<file path="src/rtl/dtw_pkg.sv">
// Shared types and constants for the DTW result writer.
// State encoding, trailer tag and data-word width.
package dtw_pkg;

    localparam int WORD_W = 32;
    localparam logic [7:0] TRAILER_TAG = 8'hA5;

    typedef enum logic [1:0] {
        S_IDLE,
        S_RUN,
        S_DRAIN,
        S_TRAILER
    } state_e;

    function automatic logic [WORD_W-1:0] trailer_word(
        input logic [15:0] n
    );
        return {TRAILER_TAG, 8'h00, n};
    endfunction

endpackage

</file>
<file path="src/rtl/dtw_result_writer_if.sv">
// Result-SRAM write port shared with the host-side arbiter.
// The master drives requests, the slave returns the grant.
interface dtw_result_writer_if #(
    parameter int ADDR_W = 10
) ();
    import dtw_pkg::*;

    logic              cen;
    logic              wen;
    logic [ADDR_W-1:0] addr;
    logic [WORD_W-1:0] wdata;
    logic              gnt;

    modport master (
        output cen, wen, addr, wdata,
        input  gnt
    );

    modport slave (
        input  cen, wen, addr, wdata,
        output gnt
    );
endinterface

</file>
<file path="src/rtl/dtw_wr_fifo.sv">
// Small synchronous FIFO buffering backtrace words ahead of the SRAM.
// Flush empties it in one cycle when a new record starts.
module dtw_wr_fifo #(
    parameter int DEPTH = 4,
    parameter int WIDTH = 32,
    localparam int AW = $clog2(DEPTH)
) (
    input  logic             clk,
    input  logic             rst,
    input  logic             flush,
    input  logic             push,
    input  logic             pop,
    input  logic [WIDTH-1:0] din,
    output logic [WIDTH-1:0] dout,
    output logic             full,
    output logic             empty,
    output logic [AW:0]      level
);
    logic [WIDTH-1:0] mem_q [DEPTH];
    logic [AW:0]      wptr_q, wptr_d;
    logic [AW:0]      rptr_q, rptr_d;

    always_comb begin
        wptr_d = wptr_q;
        rptr_d = rptr_q;
        if (flush) begin
            wptr_d = '0;
            rptr_d = '0;
        end else begin
            if (push) wptr_d = wptr_q + (AW+1)'(1);
            if (pop)  rptr_d = rptr_q + (AW+1)'(1);
        end
    end

    always_ff @(posedge clk) begin
        if (rst) begin
            wptr_q <= '0;
            rptr_q <= '0;
        end else begin
            wptr_q <= wptr_d;
            rptr_q <= rptr_d;
        end
    end

    always_ff @(posedge clk) begin
        if (push && !flush) mem_q[wptr_q[AW-1:0]] <= din;
    end

    assign level = wptr_q - rptr_q;
    assign full  = (level == (AW+1)'(DEPTH));
    assign empty = (level == '0);
    assign dout  = mem_q[rptr_q[AW-1:0]];

endmodule

</file>
<file path="src/rtl/dtw_result_writer.sv">
// Writes backtrace words to the result SRAM, then a length trailer.
// Pulses o_done when the trailer is accepted by the arbiter.
module dtw_result_writer
    import dtw_pkg::*;
#(
    parameter int ADDR_W    = 10,
    parameter int BASE_ADDR = 0,
    parameter int DEPTH     = 4,
    parameter int MAX_WORDS = 1023
) (
    input  logic              clk,
    input  logic              rst,
    input  logic              i_bt_start,
    input  logic              i_valid,
    input  logic [WORD_W-1:0] i_data,
    input  logic              i_bt_end,
    dtw_result_writer_if.master sram,
    output logic              o_busy,
    output logic              o_done,
    output logic              o_overflow
);
    localparam int LW = $clog2(DEPTH) + 1;

    state_e            state_q, state_d;
    logic [ADDR_W-1:0] cnt_q, cnt_d;
    logic              ovf_q, ovf_d;
    logic              done_q, done_d;

    logic              push, pop, full, empty;
    logic [LW-1:0]     level;
    logic [WORD_W-1:0] head;
    logic              req, acc, room, cen;

    dtw_wr_fifo #(
        .DEPTH (DEPTH),
        .WIDTH (WORD_W)
    ) u_fifo (
        .clk   (clk),
        .rst   (rst),
        .flush (i_bt_start),
        .push  (push),
        .pop   (pop),
        .din   (i_data),
        .dout  (head),
        .full  (full),
        .empty (empty),
        .level (level)
    );

    always_ff @(posedge clk) begin
        if (rst) state_q <= S_IDLE;
        else     state_q <= state_d;
    end

    always_comb begin
        state_d = state_q;
        if (i_bt_start) begin
            state_d = S_RUN;
        end else begin
            unique case (state_q)
                S_IDLE:    state_d = S_IDLE;
                S_RUN:     if (i_bt_end)  state_d = S_DRAIN;
                S_DRAIN:   if (empty)     state_d = S_TRAILER;
                S_TRAILER: if (sram.gnt)  state_d = S_IDLE;
                default:   state_d = S_IDLE;
            endcase
        end
    end

    // Capacity counts words already written plus words still queued.
    always_comb begin
        req    = (state_q == S_RUN || state_q == S_DRAIN) && !empty;
        acc    = req && sram.gnt;
        room   = (int'(cnt_q) + int'(level)) < MAX_WORDS;
        push   = (state_q == S_RUN) && i_valid && !full && room
                 && !i_bt_start;
        pop    = acc;
        cnt_d  = cnt_q;
        ovf_d  = ovf_q;
        if (i_bt_start) begin
            cnt_d = '0;
            ovf_d = 1'b0;
        end else begin
            if (acc) cnt_d = cnt_q + ADDR_W'(1);
            if ((state_q == S_RUN) && i_valid && !push) ovf_d = 1'b1;
        end
        done_d = (state_q == S_TRAILER) && sram.gnt && !i_bt_start;
    end

    always_ff @(posedge clk) begin
        if (rst) begin
            cnt_q  <= '0;
            ovf_q  <= 1'b0;
            done_q <= 1'b0;
        end else begin
            cnt_q  <= cnt_d;
            ovf_q  <= ovf_d;
            done_q <= done_d;
        end
    end

    always_comb begin
        cen        = (state_q == S_TRAILER) || req;
        sram.cen   = cen;
        sram.wen   = cen;
        sram.addr  = ADDR_W'(BASE_ADDR) + cnt_q;
        sram.wdata = '0;
        if (state_q == S_TRAILER) sram.wdata = trailer_word(16'(cnt_q));
        else if (req)             sram.wdata = head;
        o_busy     = (state_q != S_IDLE);
        o_done     = done_q;
        o_overflow = ovf_q;
    end

endmodule
</file>
<file path="src/flat_wrapper.sv">
// flat-port wrapper written by rule: the top's interface ports become plain ports
module dtw_result_writer_flat import dtw_pkg::*;
#(
    parameter int ADDR_W    = 10,
    parameter int BASE_ADDR = 0,
    parameter int DEPTH     = 4,
    parameter int MAX_WORDS = 1023
)
  (clk, rst, i_bt_start, i_valid, i_data, i_bt_end, o_busy, o_done, o_overflow, sram_cen, sram_wen, sram_addr, sram_wdata, sram_gnt);
  dtw_result_writer_if #(.ADDR_W(ADDR_W)) sram_i ();
  input  logic clk;
  input  logic rst;
  input  logic i_bt_start;
  input  logic i_valid;
  input  logic [WORD_W-1:0] i_data;
  input  logic i_bt_end;
  output logic o_busy;
  output logic o_done;
  output logic o_overflow;
  output wire logic [$bits(sram_i.cen)-1:0] sram_cen;
  output wire logic [$bits(sram_i.wen)-1:0] sram_wen;
  output wire logic [$bits(sram_i.addr)-1:0] sram_addr;
  output wire logic [$bits(sram_i.wdata)-1:0] sram_wdata;
  input wire logic [$bits(sram_i.gnt)-1:0] sram_gnt;
  assign sram_cen = sram_i.cen;
  assign sram_wen = sram_i.wen;
  assign sram_addr = sram_i.addr;
  assign sram_wdata = sram_i.wdata;
  assign sram_i.gnt = sram_gnt;
  dtw_result_writer #(.ADDR_W(ADDR_W), .BASE_ADDR(BASE_ADDR), .DEPTH(DEPTH), .MAX_WORDS(MAX_WORDS)) u_core (.clk(clk), .rst(rst), .i_bt_start(i_bt_start), .i_valid(i_valid), .i_data(i_data), .i_bt_end(i_bt_end), .sram(sram_i), .o_busy(o_busy), .o_done(o_done), .o_overflow(o_overflow));
endmodule
</file>
<file path="config.mk">
export PLATFORM = sky130hd
export DESIGN_NAME = dtw_result_writer_flat
export DESIGN_NICKNAME = d
export VERILOG_FILES = /design/src/rtl/dtw_pkg.sv /design/src/rtl/dtw_result_writer_if.sv /design/src/rtl/dtw_wr_fifo.sv /design/src/rtl/dtw_result_writer.sv /design/src/flat_wrapper.sv
export SDC_FILE = /design/constraint.sdc
export NUM_CORES = 1
export LEC_CHECK = 0
export BUFFER_PORTS_ARGS = -buffer_cell sky130_fd_sc_hd__buf_2
export CORE_UTILIZATION = 33
export CTS_CLUSTER_SIZE = 25
export DETAILED_ROUTE_END_ITERATION = 6
export GPL_TIMING_DRIVEN = 0
export PLACE_DENSITY = 0.58
export RECOVER_POWER = 25
export SLEW_MARGIN = 20
export SYNTH_ARGS = -nofsm -noshare
export SYNTH_HDL_FRONTEND = slang
export SYNTH_SLANG_ARGS = --single-unit
</file>
<file path="constraint.sdc">
create_clock -name clk -period 3.1 [get_ports clk]
set_input_delay 0.155 -clock clk [delete_from_list [all_inputs] [get_ports clk]]
set_output_delay 0.155 -clock clk [all_outputs]
set_load 0.05 [all_outputs]
</file>
==> impl_metrics.tcl, run 1 <==
set metrics [dict create \
    setup_viol 41 \
    ir_drop_uv 421.5 \
    synth_compound_area_share_pct 3.201 \
    ys.flop_type "edfxtp_1" \
    startpoint "u_core.u_fifo.wptr_q[0]" \
    ys_ff_latch 150 \
    clkLatencyLatePin_ns 0.42 \
    grt_pass1_vias 4062 \
    grt_pass1_wl_um 23360 \
    place_ws_ns -0.7398 \
    hp-class "input pin to flip-flop" \
    grtUsageTotal_pct 16.53 \
    start_util_pct 33.64 \
    finalMaxSlewViolations 0 \
    fp.dieH_um 140.1 \
    coreArea_um2 18710 \
    synth_enable_flop_cells 128 \
    r2r_cells 13 \
    whs_ns 0.02718 \
    timing.rr.end "u_core.u_fifo.wptr_q[0]" \
    synthArstFlopShare_pct 0 \
    first_pass_iters 4 \
    syn_area_per_cell_um2 16.18 \
    endpoint_kind "flip-flop" \
    synth.area.top_cells "edfxtp_1 (61%), mux4_2 (11%), dfxtp_1 (7.0%), ha_1 (2.8%), nand2_1 (2.3%)" \
    synthMuxAreaShare_pct 12.17 \
    yosysUniqueCellTypes 44 \
    timing.fmax_mhz 317.7 \
    power_leakage_nw 3.149 \
    seq_area_frac_synth_pct 68.09 \
    layout-drive-gt1-share_pct 36.60 \
    antenna_cells 0 \
    clockBufferDepth 2 \
    io_pins 85 \
    r2r_slack_ns -0.05 \
    synth_nets 443 \
    die-area_um2 19620 \
    worst_slack_ns -0.04786 \
    cts_tree "built" \
    slew_headroom_pct 51.64 \
    die_w_um 140.1 \
    hold_path_depth 3 \
    drcViolationCount 0 \
    place.gp.congestion 0.7443 \
    drtIter0Drc 179 \
    layout.nets 612 \
    rows 50 \
    hold_viol 0 \
    grt_max_degree 17 \
    reg2reg_from "u_core.u_fifo.wptr_q[0]" \
    tightest_slew_ns 0.7254 \
    synth_largest_area_cell "edfxtp_1" \
    gr-total-overflow 0 \
    worstPathArrival_ns 3.45 \
    wl_per_cell_um 19.29 \
    clock-root-buffer "clkbuf_16" \
    synth_top_family_by_area "multiplexers" \
    yosys.area_share.simple_pct 8.869 \
    synth-xor-area-share_pct 1.631 \
    final.min_clock_period_ns 3.148 \
    cts.clk_slew.worst_paths_ns 0.06 \
    synth_top_cell_area_share_pct 61.09 \
    violations "setup timing" \
    finClkSkew_ns 0.007801 \
    avgViaCountPerCell 4.893 \
    grt_antenna_before_repair 0 \
    fin_crit_sh_pct 101.5 \
    rsz0062_at_grt "yes" \
    status "finished with violations" \
    ys.warnings.count 0 \
    final_common_cell "edfxtp_1" \
    critPathLaunchType "flip-flop" \
    cp-endpoint "u_core.u_fifo.wptr_q[0]" \
    wirelength_um 15530 \
    htree_num_levels 4 \
    fill_cells 1661 \
    critPathKind "flip-flop to flip-flop" \
    final_cell_mix "edfxtp_1 (128), buf_2 (66), nand2_1 (39), dlygate4sd3_1 (34), mux4_2 (32)" \
    io_buffers 83 \
    cp_max_fo 5 \
    clock-sinks 150 \
    final_antenna_net_count 0 \
    vias 3939 \
    crit_required_ns 3.41 \
    synthCells 389 \
    area_delta_synth_final_pct 34.38 \
    syn_area_um2 6292 \
    synth-adder-area-share_pct 3.420 \
    power_density_nw_per_um2 510.9 \
    cts_buffers 17 \
    dp_hpwl_um 8689 \
    hold_start "i_valid" \
    maxCapViolCount 0 \
]
-- kinds of logic (layout without fill, tap and decap cells) --
family / Yosys count / count (layout)
compound gates: 32 / 33
xor+xnor: 10 / 10
simple gates: 108 / 113
mux: 36 / 36
buf+inv: 37 / 213
flops: 150 / 150
fa+ha+maj: 16 / 16
-- worst min path at each step --
stage	end	slack [ns]
after floorplan	u_core.state_q[0]	0.22
after global placement	u_core.state_q[0]	0.35
after detailed placement	u_core.state_q[0]	0.36
after CTS	u_core.o_overflow	0.009
after global routing	u_core.o_overflow	0.03
final	u_core.o_overflow	0.03
-- per-stage QoR --
stage	instances	power [mW]	instance area (µm²)	utilization, %	setup TNS [ns]
3_3_place_gp	706	2.374	7046	37.67	-85.94
5_1_grt	805	4.450	8456	45.20	-8.714
4_1_cts	801	4.364	8394	44.88	-1.471
2_1_floorplan	389	2.318	6337	-	-11.94
3_5_place_dp	706	2.380	7046	37.67	-93.67
6_report	805	4.320	8456	45.20	-0.5445
-- layout make-up --
class | count | area (µm²) | share of cell area (%)
sequential | 150 | 4289 | 50.73
multi-input combinational | 208 | 2014 | 23.82
timing repair buffer | 143 | 1101 | 13.02
clock buffer | 17 | 425.4 | 5.031
tap | 234 | 292.8 | 3.463
clock inverter | 15 | 138.9 | 1.642
buffer | 20 | 116.4 | 1.376
inverter | 17 | 70.07 | 0.8286
timing repair inverter | 1 | 7.507 | 0.08878
-- flip-flops by register name (all words and copies together), names as in the netlist, named ones only --
name and cells:
u_core.u_fifo.mem_q 128, u_core.cnt_q 10, u_core.u_fifo.rptr_q 3, u_core.u_fifo.wptr_q 3
u_core.state_q 2, u_core.o_done 1, u_core.o_overflow 1
-- report_power, final --
part / internal [mW] / switching, mW
registers: 2.20 / 0.00463
logic: 0.0806 / 0.0974
clock network: 1.06 / 0.881
total: 3.34 / 0.983
-- worst max-delay path, cell delays in order (launching register included) --
cell and delay [ns]:
dfxtp_4 0.35, inv_4 0.06, ha_4 0.12, inv_2 0.03
fa_2 0.56, inv_2 0.05, fa_2 0.37, and2b_2 0.25
o41ai_4 0.23, a21oi_2 0.15, buf_4 0.17, o211a_4 0.28
buf_6 0.13, mux2_4 0.28
-- timing repair --
item                                    CTS  global route
endpoints found under the hold margin   129             0
cloned                                    8             1
pin swaps                                10             1
endpoints found under the setup margin  150           155
hold buffers                             34             0
gates resized for setup                  29            24
setup buffers                            21             4
-- routing by layer --
layer  track usage [%]  share of wire [%]
met5                 0                  0
met4             4.974               0.89
met3             4.000                4.3
met2             27.74                 50
met1             21.20                 45
-- Yosys cell counts (9+ instances only) --
cell / n
a21oi_1: 9
and3_1: 19
clkbuf_1: 10
dfxtp_1: 22
edfxtp_1: 128
ha_1: 14
inv_1: 17
mux4_2: 32
nand2_1: 39
nor2_1: 18
o21ai_0: 15
(Power assumes the default switching activity.)
==> run 2: changes to the inputs <==
CTS_CLUSTER_SIZE = 16   (was 25)
TNS_END_PERCENT = 50   (was unset)
==> run 2 against run 1 <==
Effect of this change:
- critical path type unchanged
- routed wire length fell by 0.84%
- the flow still finishes with violations (setup timing)
- largest cell class unchanged
- maximum frequency increased by 0.21%
- combinational power is essentially flat
- first-iteration DRC count grew 24%
- highest routed layer unchanged
- cell area fell by 0.34%
- clock power is essentially flat
- clock-buffer cell count is the same
- largest power group unchanged
- die area did not move
==> impl_metrics.tcl, run 2 (same netlist as run 1, synthesis figures left out) <==
set metrics [dict create \
    status "finished with violations" \
    violations "setup timing" \
    antenna_cells 0 \
    power_leakage_nw 3.137 \
    maxCapViolCount 0 \
    place.gp.congestion 0.7443 \
    final_common_cell "edfxtp_1" \
    die-area_um2 19620 \
    clockPowerShare_pct 44.8 \
    largest_reg_flops 128 \
    p_sw_share_pct 22.73 \
    path_delay_family "adder cells" \
    drtIter0Drc 222 \
    dp_hpwl_um 8689 \
    io_pins 85 \
    wl_per_cell_um 19.15 \
    fill_cells 1666 \
    ir_drop_uv 421.9 \
    cp_cell_sequence "inv_4 -> ha_4 -> inv_2 -> fa_2 -> inv_2 -> fa_2 -> and2b_2 -> o41ai_4 -> a21oi_2 -> buf_4 -> o211a_4 -> buf_6 -> mux2_4" \
    grt_max_degree 17 \
    finClkSkew_ns 0.01595 \
    first_pass_iters 4 \
    layout.nets 611 \
    tightest_slew_ns 0.7454 \
    setup_viol 12 \
    gr-max-usage-layer "met2" \
    coreArea_um2 18710 \
    io_buffers 83 \
    area_delta_synth_final_pct 33.92 \
    grt_antenna_before_repair 0 \
    htree_num_levels 4 \
    gr-total-overflow 0 \
    fin_crit_sh_pct 101.3 \
    comb_power_share_pct 4.1 \
    cp_max_fo 5 \
    hp-class "input pin to flip-flop" \
    p_int_mw 3.337 \
    stdcell_count 804 \
    cts.clk_slew.worst_paths_ns 0.06 \
    power.switching_uw 981.5 \
    clock-root-buffer "clkbuf_16" \
    cts_buffers 17 \
    place_inst 706 \
    vias 3933 \
    fp.dieH_um 140.1 \
    critPathKind "flip-flop to flip-flop" \
    design_area_um2 8427 \
    cts_tree "built" \
    layout-drive-gt1-share_pct 36.49 \
    finalMaxSlewViolations 0 \
    final_cell_mix "edfxtp_1 (128), buf_2 (66), nand2_1 (39), dlygate4sd3_1 (34), mux4_2 (32)" \
    start_util_pct 33.64 \
    whs_ns 0.03158 \
    clockBufferDepth 2 \
    grt_use_met1_pct 21.20 \
    drcViolationCount 0 \
    worstPathArrival_ns 3.44 \
    grt_pass1_vias 4062 \
    setup-tns-final_ns -0.1223 \
    clock-sinks 150 \
    critPathLaunchType "flip-flop" \
    final_antenna_net_count 0 \
    worst_slack_ns -0.04122 \
    critPathSlowestCell "fa_2" \
    rows 50 \
    crit_required_ns 3.40 \
    clkLatencyLatePin_ns 0.43 \
    grt_use_met3_pct 4.000 \
    use_met2_pct 27.74 \
    placed_cell_area_um2 7046 \
    timing.fmax_mhz 318.3 \
    cp_num_buf_inv 5 \
    avgViaCountPerCell 4.892 \
    rsz0062_at_grt "yes" \
    wirelength_um 15400 \
    grt_pass1_wl_um 23360 \
    total_power_mw 4.318 \
    final.min_clock_period_ns 3.141 \
    power_frac_seq_pct 51.1 \
    die_w_um 140.1 \
    hold_viol 0 \
    slew_headroom_pct 50.31 \
    grtUsageTotal_pct 16.53 \
    critical-path-max-stage-delay_ns 0.56 \
    power_density_nw_per_um2 512.4 \
    endpoint_kind "flip-flop" \
]
[run 2: through the flow]
step | worst slack [ns] | utilization, %
detailed placement | -0.7398 | 37.67
floorplan | -0.09850 | -
CTS | -0.06608 | 44.88
global route | -0.1477 | 45.05
global placement | -0.6912 | 37.67
finish | -0.04122 | 45.05
[run 2: path summary, 6_finish.rpt]
path	end	slack [ns]	cells past startpoint	from
worst max-delay path	u_core.u_fifo.wptr_q[0]	-0.04	13	u_core.u_fifo.wptr_q[0]
worst min-delay path	u_core.o_overflow	0.03	3	i_valid
worst max register to register	u_core.u_fifo.wptr_q[0]	-0.04	13	u_core.u_fifo.wptr_q[0]
worst min register to register	u_core.o_overflow	0.46	2	u_core.o_overflow
[run 2: power by group through the flow]
| stage | Clock [mW] | Sequential [mW] | Combinational [mW] |
|---|---|---|---|
| floorplan | 0 | 2.25 | 0.0677 |
| global placement | 0 | 2.25 | 0.126 |
| detailed placement | 0 | 2.25 | 0.130 |
| CTS | 1.98 | 2.20 | 0.179 |
| global route | 2.05 | 2.20 | 0.192 |
| finish | 1.94 | 2.20 | 0.178 |
[run 2: repair_timing]
| item | CTS | global route |
|---|---|---|
| setup endpoints to repair | 150 | 155 |
| gates resized for setup | 29 | 23 |
| cloned | 8 | 0 |
| hold buffers | 34 | 0 |
| setup buffers | 21 | 4 |
| endpoints found under the hold margin | 129 | 0 |
| pin swaps | 10 | 1 |
[run 2: final cells by class]
cell class / count / area (µm²) / share of cell area [%]
multi-input cells: 208 / 2014 / 23.90
flip-flops and latches: 150 / 4289 / 50.90
repair inverters: 1 / 7.507 / 0.08909
clock inverters: 15 / 138.9 / 1.648
clock buffers: 17 / 425.4 / 5.048
well taps: 234 / 292.8 / 3.474
repair buffers: 142 / 1072 / 12.72
inverters: 17 / 70.07 / 0.8315
plain buffers: 20 / 116.4 / 1.381
[run 2: per-layer routing]
| layer | routed length (µm) | part of all wire (%) |
|---|---|---|
| met1 | 6629 | 43 |
| met2 | 7703 | 50 |
| met3 | 911 | 5.9 |
| met4 | 156 | 1.0 |
| met5 | 0 | 0 |
[run 2: worst reg2reg max path: stages, from the launching register on]
cell,delay (ns)
dfxtp_4,0.35
inv_4,0.06
ha_4,0.12
inv_2,0.03
fa_2,0.56
inv_2,0.05
fa_2,0.36
and2b_2,0.25
o41ai_4,0.23
a21oi_2,0.15
buf_4,0.17
o211a_4,0.28
buf_6,0.13
mux2_4,0.28
